File: config.mk
export PLATFORM = sky130hd
export DESIGN_NAME = time_report_tx_flat
export DESIGN_NICKNAME = d
export VERILOG_FILES = /design/src/rtl/time_report_tx_if.sv /design/src/rtl/time_report_tx.sv /design/src/flat_wrapper.sv
export SDC_FILE = /design/constraint.sdc
export NUM_CORES = 1
export LEC_CHECK = 0
export CORE_MARGIN = 4
export CORE_UTILIZATION = 55
export DETAILED_ROUTE_END_ITERATION = 8
export PLACE_DENSITY = 0.79
export RECOVER_POWER = 25
export SETUP_SLACK_MARGIN = 0.05
export SLEW_MARGIN = 20
export SYNTH_ARGS = -nofsm -noshare
export SYNTH_HDL_FRONTEND = slang
export SYNTH_SLANG_ARGS = --single-unit
File: constraint.sdc
create_clock -name clk -period 14.5 [get_ports clk]
set_input_delay 2.9 -clock clk [delete_from_list [all_inputs] [get_ports clk]]
set_output_delay 2.9 -clock clk [all_outputs]
set_load 0.05 [all_outputs]
File: src/rtl/time_report_tx_if.sv
// TX FIFO side of the time report transmitter: write strobe, byte and the
// FIFO full flag.
interface time_report_tx_if;
   logic       o_tx_push;
   logic [7:0] o_tx_data;
   logic       i_tx_full;

   modport master (
      output o_tx_push,
      output o_tx_data,
      input  i_tx_full
   );

   modport slave (
      input  o_tx_push,
      input  o_tx_data,
      output i_tx_full
   );
endinterface

File: src/rtl/time_report_tx.sv
// time_report_tx: on a report tick, snapshots the time fields and pushes the
// ASCII line "HH:MM:SS.CC" [\r] \n into the UART TX FIFO one byte per cycle,
// stalling while the FIFO is full.
// Optional feature: define TIME_REPORT_MODE_PREFIX_EN to prefix the line with
// "W " (watch) or "S " (stopwatch) taken from the snapshot of i_mode.
module time_report_tx #(
   parameter int SEND_CR = 1,
   parameter int HOUR_W  = 5,
   parameter int MIN_W   = 6,
   parameter int CS_W    = 7
) (
   input  logic                clk,
   input  logic                reset,
   input  logic                i_report_tick,
   input  logic                i_mode,
   input  logic [HOUR_W-1:0]   i_hour,
   input  logic [MIN_W-1:0]    i_min,
   input  logic [MIN_W-1:0]    i_sec,
   input  logic [CS_W-1:0]     i_csec,
   time_report_tx_if.master    tx,
   output logic                o_busy,
   output logic                o_done
);

`ifdef TIME_REPORT_MODE_PREFIX_EN
   localparam int PRE_LEN = 2;
`else
   localparam int PRE_LEN = 0;
`endif
   localparam int         FRAME_LEN = PRE_LEN + 11 + ((SEND_CR != 0) ? 2 : 1);
   localparam logic [3:0] LAST_IDX  = 4'(FRAME_LEN - 1);
   localparam logic [3:0] PRE_OFS   = 4'(PRE_LEN);

   localparam logic [1:0] IDLE = 2'd0;
   localparam logic [1:0] SEND = 2'd1;
   localparam logic [1:0] DONE = 2'd2;

   logic [1:0]        state_q, state_d;
   logic [3:0]        idx_q, idx_d;
   logic [HOUR_W-1:0] hour_q, hour_d;
   logic [MIN_W-1:0]  min_q, min_d;
   logic [MIN_W-1:0]  sec_q, sec_d;
   logic [CS_W-1:0]   csec_q, csec_d;

`ifdef TIME_REPORT_MODE_PREFIX_EN
   logic mode_q, mode_d;
`else
   logic unused_mode;
   assign unused_mode = i_mode;
`endif

   logic       send_ok;
   logic [3:0] pos;
   logic [6:0] hour_s, min_s, sec_s, csec_s;
   logic [7:0] field_char;
   logic [7:0] frame_char;

   // Fields above 99 are clamped so the two-digit encoding never overflows.
   function automatic logic [6:0] sat99(input logic [15:0] v);
      return (v > 16'd99) ? 7'd99 : v[6:0];
   endfunction

   function automatic logic [7:0] tens_char(input logic [6:0] v);
      logic [6:0] t;
      t = v / 7'd10;
      return 8'h30 + {1'b0, t};
   endfunction

   function automatic logic [7:0] ones_char(input logic [6:0] v);
      logic [6:0] o;
      o = v % 7'd10;
      return 8'h30 + {1'b0, o};
   endfunction

   assign hour_s = sat99(16'(hour_q));
   assign min_s  = sat99(16'(min_q));
   assign sec_s  = sat99(16'(sec_q));
   assign csec_s = sat99(16'(csec_q));

   // A byte leaves whenever a frame is in flight and the FIFO has room.
   assign send_ok = (state_q == SEND) && !tx.i_tx_full;

   // Decode the byte at the current index from the snapshot; the prefix, when
   // present, shifts the time fields by two positions.
   always_comb begin
      pos        = idx_q - PRE_OFS;
      field_char = 8'h00;
      case (pos)
         4'd0:    field_char = tens_char(hour_s);
         4'd1:    field_char = ones_char(hour_s);
         4'd2:    field_char = 8'h3A;
         4'd3:    field_char = tens_char(min_s);
         4'd4:    field_char = ones_char(min_s);
         4'd5:    field_char = 8'h3A;
         4'd6:    field_char = tens_char(sec_s);
         4'd7:    field_char = ones_char(sec_s);
         4'd8:    field_char = 8'h2E;
         4'd9:    field_char = tens_char(csec_s);
         4'd10:   field_char = ones_char(csec_s);
         4'd11:   field_char = (SEND_CR != 0) ? 8'h0D : 8'h0A;
         4'd12:   field_char = 8'h0A;
         default: field_char = 8'h00;
      endcase
      frame_char = field_char;
`ifdef TIME_REPORT_MODE_PREFIX_EN
      if (idx_q == 4'd0) begin
         frame_char = mode_q ? 8'h53 : 8'h57;
      end else if (idx_q == 4'd1) begin
         frame_char = 8'h20;
      end
`endif
   end

   // Next-state logic: capture on a tick in IDLE, advance the index on every
   // accepted byte, and spend one cycle in DONE to raise the completion pulse.
   always_comb begin
      state_d = state_q;
      idx_d   = idx_q;
      hour_d  = hour_q;
      min_d   = min_q;
      sec_d   = sec_q;
      csec_d  = csec_q;
`ifdef TIME_REPORT_MODE_PREFIX_EN
      mode_d  = mode_q;
`endif
      case (state_q)
         IDLE: begin
            if (i_report_tick) begin
               hour_d  = i_hour;
               min_d   = i_min;
               sec_d   = i_sec;
               csec_d  = i_csec;
`ifdef TIME_REPORT_MODE_PREFIX_EN
               mode_d  = i_mode;
`endif
               idx_d   = 4'd0;
               state_d = SEND;
            end
         end
         SEND: begin
            if (send_ok) begin
               if (idx_q == LAST_IDX) begin
                  state_d = DONE;
               end else begin
                  idx_d = idx_q + 4'd1;
               end
            end
         end
         DONE:    state_d = IDLE;
         default: state_d = IDLE;
      endcase
   end

   // State and snapshot registers with synchronous reset.
   always_ff @(posedge clk) begin
      if (reset) begin
         state_q <= IDLE;
         idx_q   <= 4'd0;
         hour_q  <= '0;
         min_q   <= '0;
         sec_q   <= '0;
         csec_q  <= '0;
`ifdef TIME_REPORT_MODE_PREFIX_EN
         mode_q  <= 1'b0;
`endif
      end else begin
         state_q <= state_d;
         idx_q   <= idx_d;
         hour_q  <= hour_d;
         min_q   <= min_d;
         sec_q   <= sec_d;
         csec_q  <= csec_d;
`ifdef TIME_REPORT_MODE_PREFIX_EN
         mode_q  <= mode_d;
`endif
      end
   end

   // The push is also held off during reset so an aborted frame leaks no byte.
   assign tx.o_tx_push = send_ok && !reset;
   assign tx.o_tx_data = (state_q == SEND) ? frame_char : 8'h00;
   assign o_busy       = (state_q != IDLE);
   assign o_done       = (state_q == DONE);

endmodule
File: src/flat_wrapper.sv
// flat-port wrapper written by rule: the top's interface ports become plain ports
module time_report_tx_flat 
#(
   parameter int SEND_CR = 1,
   parameter int HOUR_W  = 5,
   parameter int MIN_W   = 6,
   parameter int CS_W    = 7
)
  (clk, reset, i_report_tick, i_mode, i_hour, i_min, i_sec, i_csec, o_busy, o_done, tx_o_tx_push, tx_o_tx_data, tx_i_tx_full);
  time_report_tx_if tx_i ();
  input  logic clk;
  input  logic reset;
  input  logic i_report_tick;
  input  logic i_mode;
  input  logic [HOUR_W-1:0] i_hour;
  input  logic [MIN_W-1:0] i_min;
  input  logic [MIN_W-1:0] i_sec;
  input  logic [CS_W-1:0] i_csec;
  output logic o_busy;
  output logic o_done;
  output wire logic [$bits(tx_i.o_tx_push)-1:0] tx_o_tx_push;
  output wire logic [$bits(tx_i.o_tx_data)-1:0] tx_o_tx_data;
  input wire logic [$bits(tx_i.i_tx_full)-1:0] tx_i_tx_full;
  assign tx_o_tx_push = tx_i.o_tx_push;
  assign tx_o_tx_data = tx_i.o_tx_data;
  assign tx_i.i_tx_full = tx_i_tx_full;
  time_report_tx #(.SEND_CR(SEND_CR), .HOUR_W(HOUR_W), .MIN_W(MIN_W), .CS_W(CS_W)) u_core (.clk(clk), .reset(reset), .i_report_tick(i_report_tick), .i_mode(i_mode), .i_hour(i_hour), .i_min(i_min), .i_sec(i_sec), .i_csec(i_csec), .tx(tx_i), .o_busy(o_busy), .o_done(o_done));
endmodule
; Word level (Yosys, flattened, before mapping)
; Cells that the tools add are included.
[totals]
ff_bits = 30
inputBits = 29
output_inout_bits = 11
[classes]
n_addsub = 9
div = 8
order_cmp = 1
eq_ne = 18
n_mux = 11
reduce_logical = 12
[op_table]
columns = operator, count
row1 = one-hot mux 8 bit (12 select lines), 1
row2 = adder 6 x 7 -> 8 bit (first input constant), 8
row3 = equality test 4 bit (second input constant), 5
row4 = equality test 4 x 3 -> 1 bit (second input constant), 4
row5 = divider 6 x 4 -> 7 bit (second input constant), 2
row6 = remainder unit 6 x 4 -> 7 bit (second input constant), 2
row7 = 2-to-1 mux 4 bit, 3
row8 = equality test 4 x 2 -> 1 bit (second input constant), 2
row9 = 2-to-1 mux 8 bit, 1
row10 = one-hot mux 4 bit (2 select lines), 1
row11 = divider 5 x 4 -> 7 bit (second input constant), 1
row12 = divider 7 x 4 -> 7 bit (second input constant), 1
row13 = > comparator 7 bit (second input constant), 1
row14 = remainder unit 5 x 4 -> 7 bit (second input constant), 1
row15 = remainder unit 7 x 4 -> 7 bit (second input constant), 1
row16 = 2-to-1 mux 7 bit, 1
row17 = 2-to-1 mux 2 bit, 3
row18 = adder 4 x 1 -> 4 bit (second input constant), 1
row19 = equality test 4 x 1 -> 1 bit (second input constant), 1
row20 = logical NOT 4 bit, 1
row21 = inequality test 2 x 1 -> 1 bit (second input constant), 2
row22 = inequality test 2 bit (second input constant), 2
row23 = one-hot mux 2 bit (2 select lines), 1
row24 = AND reduction 4 bit, 1
row25 = other kinds (9), 12

; Logic depth before layout (Yosys ltp)
; Gate-level depths: netlist of run 1.
[depth]
depth_word = 6
mapped_depth = 24
depth_no_buf = 21

; Worst setup path after synthesis of run 1
; No wires, ideal clock.
[synth_path]
path_kind = reg2out
startpoint = register u_core.csec_q[6]
endpoint = output tx_o_tx_data[5]
arrival_ns = 5.472
slack_ns = 6.128
stages_incl_launch_ff = 25
cell_sequence = dfxtp_1 -> buf_6 -> buf_6 -> a21oi_1 -> ha_1 -> buf_2 -> and4b_1 -> a21o_1 -> ha_1 -> nor4bb_1 -> a41o_1 -> a31oi_4 -> and2_1 -> buf_4 -> o21ai_0 -> mux2_2 -> inv_1 -> ha_1 -> inv_1 -> maj3_1 -> o311a_1 -> or3_1 -> a311o_1 -> o211a_1 -> o22ai_1
[synth_via]
elab_chain_len = 6
elab_cells_between_ends = 8
cone_classes = add/sub: 2 / div: 2 / order compare: 1 / mux: 3
[synth_lines]
columns = item, line_no
row1 = "start, declared", time_report_tx.sv:43  ; logic [CS_W-1:0] csec_q, csec_d;
row2 = "start signal, assigned", time_report_tx.sv:172  ; csec_q <= csec_d;
row3 = > comparator 7 bit, time_report_tx.sv:60  ; return (v > 16'd99) ? 7'd99 : v[6:0];
row4 = 2-to-1 mux 7 bit (*), time_report_tx.sv:60
row5 = remainder unit 7 x 4 -> 7 bit / divider 7 x 4 -> 7 bit (equally long branches), "time_report_tx.sv:71, time_report_tx.sv:65"
row6 = adder 6 x 7 -> 8 bit (on tied branches), "time_report_tx.sv:72, time_report_tx.sv:66"
row7 = one-hot mux 8 bit (12 select lines) (*), time_report_tx.sv:88  ; case (pos)
row8 = 2-to-1 mux 8 bit (*), time_report_tx.sv:181  ; assign tx.o_tx_data = (state_q == SEND) ? frame_char : 8'h00;
row9 = "end, declared", flat_wrapper.sv:22  ; output wire logic [$bits(tx_i.o_tx_data)-1:0] tx_o_tx_data;
; Every way passes the cells marked *; elsewhere a longest branch is shown, timed or not.

; Worst setup path in the final report of run 1
; Same ends and word-level chain as after synthesis.

==> metrics.yaml, run 1 <==
run_status:
  outcome: "complete, but fails checks"
  violations: "max-capacitance violations, max-slew violations"
synthesis:
  synthArstFlopShare_pct: 0
  syn_area_mm2: 0.00328
  synth_cell_types: 70
  seq_area_frac_synth_pct: 18.3
  syn_inst: 454
  syn_avg_cell_area_um2: 7.23
  synth_ff_type: "dfxtp_1"
  ys_warn_count: 0
  synth_seq_cells: 30
  synth-edff-count: 0
  syn_nets: 498
route:
  avgRoutedWirePerCell_um: 16.3
  drc_errors: 0
  vias_per_cell: 6.43
  ant_nets: 0
  drt_iter0_drc: 275
  routed_wl_um: 8800
  num_vias: 3466
  drtPass1Iterations: 5
worst_setup_path:
  crit_type: "flop to output port"
  r2r-start: "u_core.state_q[0]$_SDFFE_PP0P_"
  worstRegToRegCells: 3
  cp-endpoint: "tx_o_tx_data[5]"
  crit_buf_inv: 3
  crit_path_end_kind: "output port"
  reg2reg_setup_slack_ps: 12050
  reg2reg_to: "u_core.csec_q[6]$_SDFFE_PP0P_"
  crit_path_top_delay_cell: "clkdlybuf4s50_1"
  cp.depth: 21
  required_ps: 11600
  crit_arrival_ps: 6740
  worstSetupStartpointType: "flop"
  critical_path.top_delay_family: "compound AO/OA/AOI/OAI gates"
  cp_slowest_stage_delay_ps: 840
  cp_max_fo: 23
  crit_path_cell_trace: "a21oi_1, ha_1, o21ai_1, a21o_1, ha_1, nor4bb_1, a41o_1, a31oi_4, and2_1, o21ai_0, mux2_2, inv_1, ha_1, inv_1, maj3_1, o311a_1, or3_1, a311o_1, o211a_1, o22ai_1, clkdlybuf4s50_1"
  path_common_cell: "ha_1"
  crit_start: "u_core.csec_q[6]$_SDFFE_PP0P_"
sta:
  hold_viol: 0
  setup_violations: 0
  slew_headroom_pct: -36.0
  final.period_utilization_pct: 66.5
  fin_hold_ws_ps: 545
  rsz0062_at_grt: "false"
  skew_ps: 8.61
  fin_tns_setup_ps: 0
  min_period_ps: 9640
  fmax_ghz: 0.104
  drv_slew: 27
  worstMarginPinSlew_ps: 2040
placement:
  numPortBuffers: 38
  place_congestion: 0.963
  dpl_cell_area_mm2: 0.00361
  hpwlAfterDp_um: 6510
  dp.cells: 533
cts:
  cts_resized: 0
  numCtsBuffers: 5
  cts_buffer_depth: 2
  cts_setup_buffers: 0
  htreeDepth: 2
  hold_buffers: 0
  clkSinkCount: 30
  clkSlewWorstSetupHoldPaths_ps: 60
  cts_tree: "done"
  worst_skew_pair.late_latency_ps: 290
  root_buffer: "clkbuf_8"
global_routing:
  grtUsageMet1_pct: 33.3
  track_usage_pct: 24.3
  grt_pass1_wl_um: 14800
  grt_pass1_vias: 3121
  grt_max_degree: 27
  busiest_layer: "met2"
  antenna_found_initial: 0
  use_met2_pct: 40.3
  grt_overflow: 0
  grt_util_met3_pct: 3.20
floorplan:
  row_count: 27
  core_mm2: 0.00564
  die_x_um: 85.3
  io-pin-count: 40
  die_area_mm2: 0.00727
  die_h_um: 85.3
  start_util_pct: 58.2
finish:
  layout-area-overhead-vs-synth_pct: 12.5
  final_util_pct: 65.5
  stdcell_area_mm2: 0.00369
  instances_no_fill: 539
  antenna_cells: 0
  fin_nets: 512
  register_area_um2: 601
  fillers: 528
  multi_input_area_mm2: 0.00246
  drive_gt1_share_pct: 4.71
pwr:
  vdd_drop_max_uv: 55.6
  power.leakage_nw: 1.36
  power_density_mw_per_mm2: 77.7
job:
  maxCapViolCount: 1
hold_path:
  hold_path.class: "flop to flop"
## cells in the final DEF (no fill, tap or decap), drive strengths merged, types with 4 or more instances in the layout
cell	synthesis	layout
o22ai	7	7
a22o	24	24
dfxtp	30	30
nor3	6	6
a221oi	5	5
a21o	6	6
nand3	9	9
nand3b	4	4
nor2	40	40
xnor2	9	9
a211oi	5	5
nand2	37	37
mux2i	8	8
a21oi	34	34
and2	8	8
ha	15	15
a31oi	9	9
mux2	4	4
clkbuf	25	6
a22oi	5	5
o21ai	39	39
nor2b	14	14
clkdlybuf4s50	0	36
inv	20	20
o211ai	6	6
nand2b	19	19
## report_power, final
| part | internal (mW) | switching, mW | total [mW] |
|---|---|---|---|
| Combinational | 0.0517 | 0.0677 | 0.119 |
| Clock | 0.0365 | 0.0303 | 0.0668 |
| Sequential | 0.0878 | 0.0130 | 0.101 |
| Total | 0.176 | 0.111 | 0.287 |
## per-stage QoR
step	total power [mW]	worst slack [ps]
3_5_place_dp	0.219	5250
3_3_place_gp	0.216	5380
2_1_floorplan	0.190	6130
4_1_cts	0.286	4920
5_1_grt	0.307	4410
6_report	0.287	4860
## worst min path at each step
stage / from / end / slack [ps] / cells past startpoint
2_1_floorplan: u_core.min_q[0]$_SDFFE_PP0P_ / u_core.min_q[0]$_SDFFE_PP0P_ / 460 / 1
3_3_place_gp: u_core.min_q[0]$_SDFFE_PP0P_ / u_core.min_q[0]$_SDFFE_PP0P_ / 520 / 1
3_5_place_dp: u_core.idx_q[1]$_SDFFE_PP0P_ / u_core.idx_q[1]$_SDFFE_PP0P_ / 530 / 2
4_1_cts: u_core.idx_q[1]$_SDFFE_PP0P_ / u_core.idx_q[1]$_SDFFE_PP0P_ / 540 / 2
5_1_grt: u_core.idx_q[1]$_SDFFE_PP0P_ / u_core.idx_q[1]$_SDFFE_PP0P_ / 560 / 2
6_report: u_core.idx_q[1]$_SDFFE_PP0P_ / u_core.idx_q[1]$_SDFFE_PP0P_ / 540 / 2
## cell type report
type	instances	share of cell area, %
clock buffer	6	2.24
inverter	20	2.03
multi-input combinational	372	66.5
sequential	30	16.3
tap	72	2.44
timing repair buffer	39	10.5
## kinds of logic (layout without fill, tap and decap cells)
logic type | count (synthesis) | count (layout) | synth area share, %
adders and majority gates | 17 | 17 | 6.32
AOI/OAI and AO/OA | 172 | 172 | 36.4
buffers and inverters | 52 | 65 | 6.90
DFF | 30 | 30 | 18.3
and+or+nand+nor | 159 | 159 | 25.1
muxes | 12 | 12 | 3.81
xor gates and xnor gates | 12 | 12 | 3.20
## flip-flops by register name, indices dropped and copies added, names as in the netlist
| register | cells |
|---|---|
| u_core.csec_q | 7 |
| u_core.hour_q | 5 |
| u_core.idx_q | 4 |
| u_core.min_q | 6 |
| u_core.sec_q | 6 |
| u_core.state_q | 2 |
## synth_stat cells (all sizes together), types with 3 or more instances
master   instances  area share [%]
clkbuf          25             2.9
nand2           37             4.2
a31oi            9             2.2
o21ai           39             5.9
and2             8             1.5
inv             20             2.3
xor2             3            0.80
ha              15             5.7
nor4             3            0.57
o211a            3            0.91
a21oi           34             5.2
o21a             3            0.69
a21o             6             1.4
o22ai            7             1.3
xnor2            9             2.4
o31ai            3            0.69
a211oi           5             1.3
nor2            40             4.6
nand3b           4            0.91
nor3b            3            0.69
o32ai            3            0.80
nand2b          19             3.6
buf              7             1.7
nor2b           14             2.7
a221oi           5             1.3
mux2i            8             2.4
mux2             4             1.4
a22oi            5             1.1
a22o            24             6.4
nor3             6            0.91
nand3            9             1.4
dfxtp           30              18
o211ai           6             1.5
a2111oi          3            0.80
## worst reg2reg max path, cell delays in order, from the launching register on
cell	delay (ps)
dfxtp_1	400
nor2_1	100
a21oi_1	1550
a22o_1	340
## routing by layer
layer / vias to the layer above / share of wire [%]
met5: - / 0
met4: 0 / 1.6
met3: 14 / 5.2
met2: 112 / 47
met1: 1630 / 46
li1: 1710 / -
Note: power is estimated with default switching activity, not from simulation.
==> run 2, diff against run 1 <==
--- a/config.mk
+++ b/config.mk
@@ -6,9 +6,9 @@
 export NUM_CORES = 1
 export LEC_CHECK = 0
 export CORE_MARGIN = 4
-export CORE_UTILIZATION = 55
+export CORE_UTILIZATION = 52
 export DETAILED_ROUTE_END_ITERATION = 8
-export PLACE_DENSITY = 0.79
+export PLACE_DENSITY = 0.78
 export RECOVER_POWER = 25
 export SETUP_SLACK_MARGIN = 0.05
 export SLEW_MARGIN = 20
==> constraint.sdc (replaced) <==
create_clock -name clk -period 8.73 [get_ports clk]
set_input_delay 1.746 -clock clk [delete_from_list [all_inputs] [get_ports clk]]
set_output_delay 1.746 -clock clk [all_outputs]
set_load 0.05 [all_outputs]
==> run 2 against run 1 <==
The run still ends with max-capacitance violations, max-slew violations left; die area is 5.2% higher; critical path type unchanged; register-to-register slack worse by 5800 ps; largest cell class unchanged; via count is 1.1% lower; clock skew is 2.8 ps lower.
==> metrics.yaml, run 2 (synthesis gave the netlist of run 1 again) <==
sta:
  rsz0062_at_grt: "false"
  slew_headroom_pct: -33.2
  setup_violations: 0
  min_period_ps: 8050
  fin_tns_setup_ps: 0
  hold_viol: 0
  worstMarginPinSlew_ps: 2000
  drv_slew: 27
  fmax_ghz: 0.124
  final.period_utilization_pct: 92.2
  skew_ps: 5.80
finish:
  instances_no_fill: 546
  final_common_cell: "nor2_1"
  layout-area-overhead-vs-synth_pct: 13.4
  drive_gt1_share_pct: 5.52
  fin_nets: 514
  reg.largest.list: "u_core.csec_q: 7 flops, u_core.min_q: 6 flops, u_core.sec_q: 6 flops"
  largest_reg_flops: 7
  final_cell_mix: "nor2_1 (40), nand2_1 (37), o21ai_0 (37)"
  regMostFlops: "u_core.csec_q"
  antenna_cells: 0
pwr:
  switching_power_mw: 0.179
  power.leakage_nw: 1.39
  clockPowerShare_pct: 24.0
  switching_share_pct: 37.8
  comb_power_share_pct: 41.5
  intPower_mw: 0.296
  vdd_drop_max_uv: 117
  seq_power_share_pct: 34.6
  power_density_mw_per_mm2: 128
floorplan:
  row_count: 28
  die_h_um: 87.5
  core_mm2: 0.00603
  die_area_mm2: 0.00765
  die_x_um: 87.5
  io-pin-count: 40
  start_util_pct: 54.5
run_status:
  violations: "max-capacitance violations, max-slew violations"
  outcome: "complete, but fails checks"
worst_setup_path:
  crit_buf_inv: 4
  crit_path_cell_trace: "inv_1, a21oi_1, ha_2, o21ai_1, a21o_1, ha_1, nor4bb_1, a41o_1, a31oi_4, and2_1, o21ai_0, mux2_2, inv_1, ha_1, inv_1, maj3_1, o311a_1, or3_1, a311o_1, xor2_1, nor2_1, clkdlybuf4s50_1"
  required_ps: 6980
  cp_max_fo: 13
  path_common_cell: "inv_1"
  worstSetupStartpointType: "flop"
  crit_path_end_kind: "output port"
  cp_slowest_stage_delay_ps: 800
  critical_path.top_delay_family: "compound AO/OA/AOI/OAI gates"
  crit_path_top_delay_cell: "clkdlybuf4s50_1"
  crit_type: "flop to output port"
  crit_arrival_ps: 6310
cts:
  worst_skew_pair.late_latency_ps: 280
  numCtsBuffers: 5
  cts_tree: "done"
  clkSlewWorstSetupHoldPaths_ps: 60
  root_buffer: "clkbuf_8"
  cts_buffer_depth: 2
  clkSinkCount: 30
  cts_setup_buffers: 0
  htreeDepth: 2
route:
  routed_wl_um: 8220
  ant_nets: 0
  drc_errors: 0
  avgRoutedWirePerCell_um: 15.0
  num_vias: 3427
  drt_iter0_drc: 193
  vias_per_cell: 6.28
  drtPass1Iterations: 5
job:
  maxCapViolCount: 1
global_routing:
  grt_pass1_wl_um: 13700
  track_usage_pct: 21.9
  grt_max_degree: 27
  grt_overflow: 0
  antenna_found_initial: 0
  grt_pass1_vias: 2941
placement:
  dp.cells: 538
  place_congestion: 0.933
  hpwlAfterDp_um: 6180
  numPortBuffers: 38
hold_path:
  hold_path.class: "flop to flop"
run 2: changes by cell type in the layout (fill, tap and decap cells not counted), sizes merged:
cell,change
buf,+2
clkdlybuf4s50,-1
clkbuf,+1
clkinv,+1
dlymetal6s2s,+1
run 2: repair_timing:
action | 4_1_cts | 5_1_grt
endpoints found under the setup margin | 0 | 2
hold buffers | 0 | 0
resized for setup | 0 | 2
run 2: power groups by stage:
stage / Combinational, mW / Clock [mW] / Sequential, mW
global route: 0.218 / 0.123 / 0.167
detailed placement: 0.194 / 0 / 0.167
global placement: 0.190 / 0 / 0.167
finish: 0.197 / 0.114 / 0.164
CTS: 0.196 / 0.117 / 0.164
floorplan: 0.160 / 0 / 0.155
run 2: cell type report:
cell class / count / area [um2]
multi-input cells: 372 / 2460
clock inverters: 1 / 5.00
inverters: 20 / 75.1
flip-flops and latches: 30 / 601
fillers: 544 / 2300
well taps: 75 / 93.8
clock buffers: 7 / 86.3
repair buffers: 41 / 405
run 2: metal layers:
| layer | routed length, um | GRT usage (%) | vias to the layer above |
|---|---|---|---|
| met4 | 112 | 6.42 | 0 |
| li1 | - | - | 1715 |
| met1 | 3690 | 30.1 | 1600 |
| met2 | 3990 | 35.3 | 99 |
| met3 | 423 | 3.31 | 13 |
| met5 | 0 | 0 | - |
run 2: stage by stage:
| stage | total power, mW | hold slack, ps | setup slack, ps | utilization (%) | area [um2] |
|---|---|---|---|---|---|
| after global placement | 0.356 | 518 | 867 | 60.3 | 3630 |
| after global routing | 0.508 | 560 | 190 | 61.8 | 3730 |
| after floorplan | 0.315 | 463 | 1510 | - | 3280 |
| after CTS | 0.477 | 539 | 473 | 61.8 | 3720 |
| after detailed placement | 0.361 | 530 | 801 | 60.3 | 3630 |
| final | 0.475 | 535 | 677 | 61.8 | 3730 |
run 2: worst min-delay path, stage by stage, from the launching register on:
cell,delay [ps]
dfxtp_1,350
o21ai_0,80
a21oi_1,60
run 2: path summary, 6_finish.rpt:
path | cells after the start | startpoint | endpoint | slack (ps)
min | 2 | u_core.idx_q[1]$_SDFFE_PP0P_ | u_core.idx_q[1]$_SDFFE_PP0P_ | 540
max | 22 | u_core.csec_q[4]$_SDFFE_PP0P_ | tx_o_tx_data[6] | 680
max reg2reg | 3 | u_core.state_q[0]$_SDFFE_PP0P_ | u_core.csec_q[4]$_SDFFE_PP0P_ | 6300
min reg2reg | 2 | u_core.idx_q[1]$_SDFFE_PP0P_ | u_core.idx_q[1]$_SDFFE_PP0P_ | 540
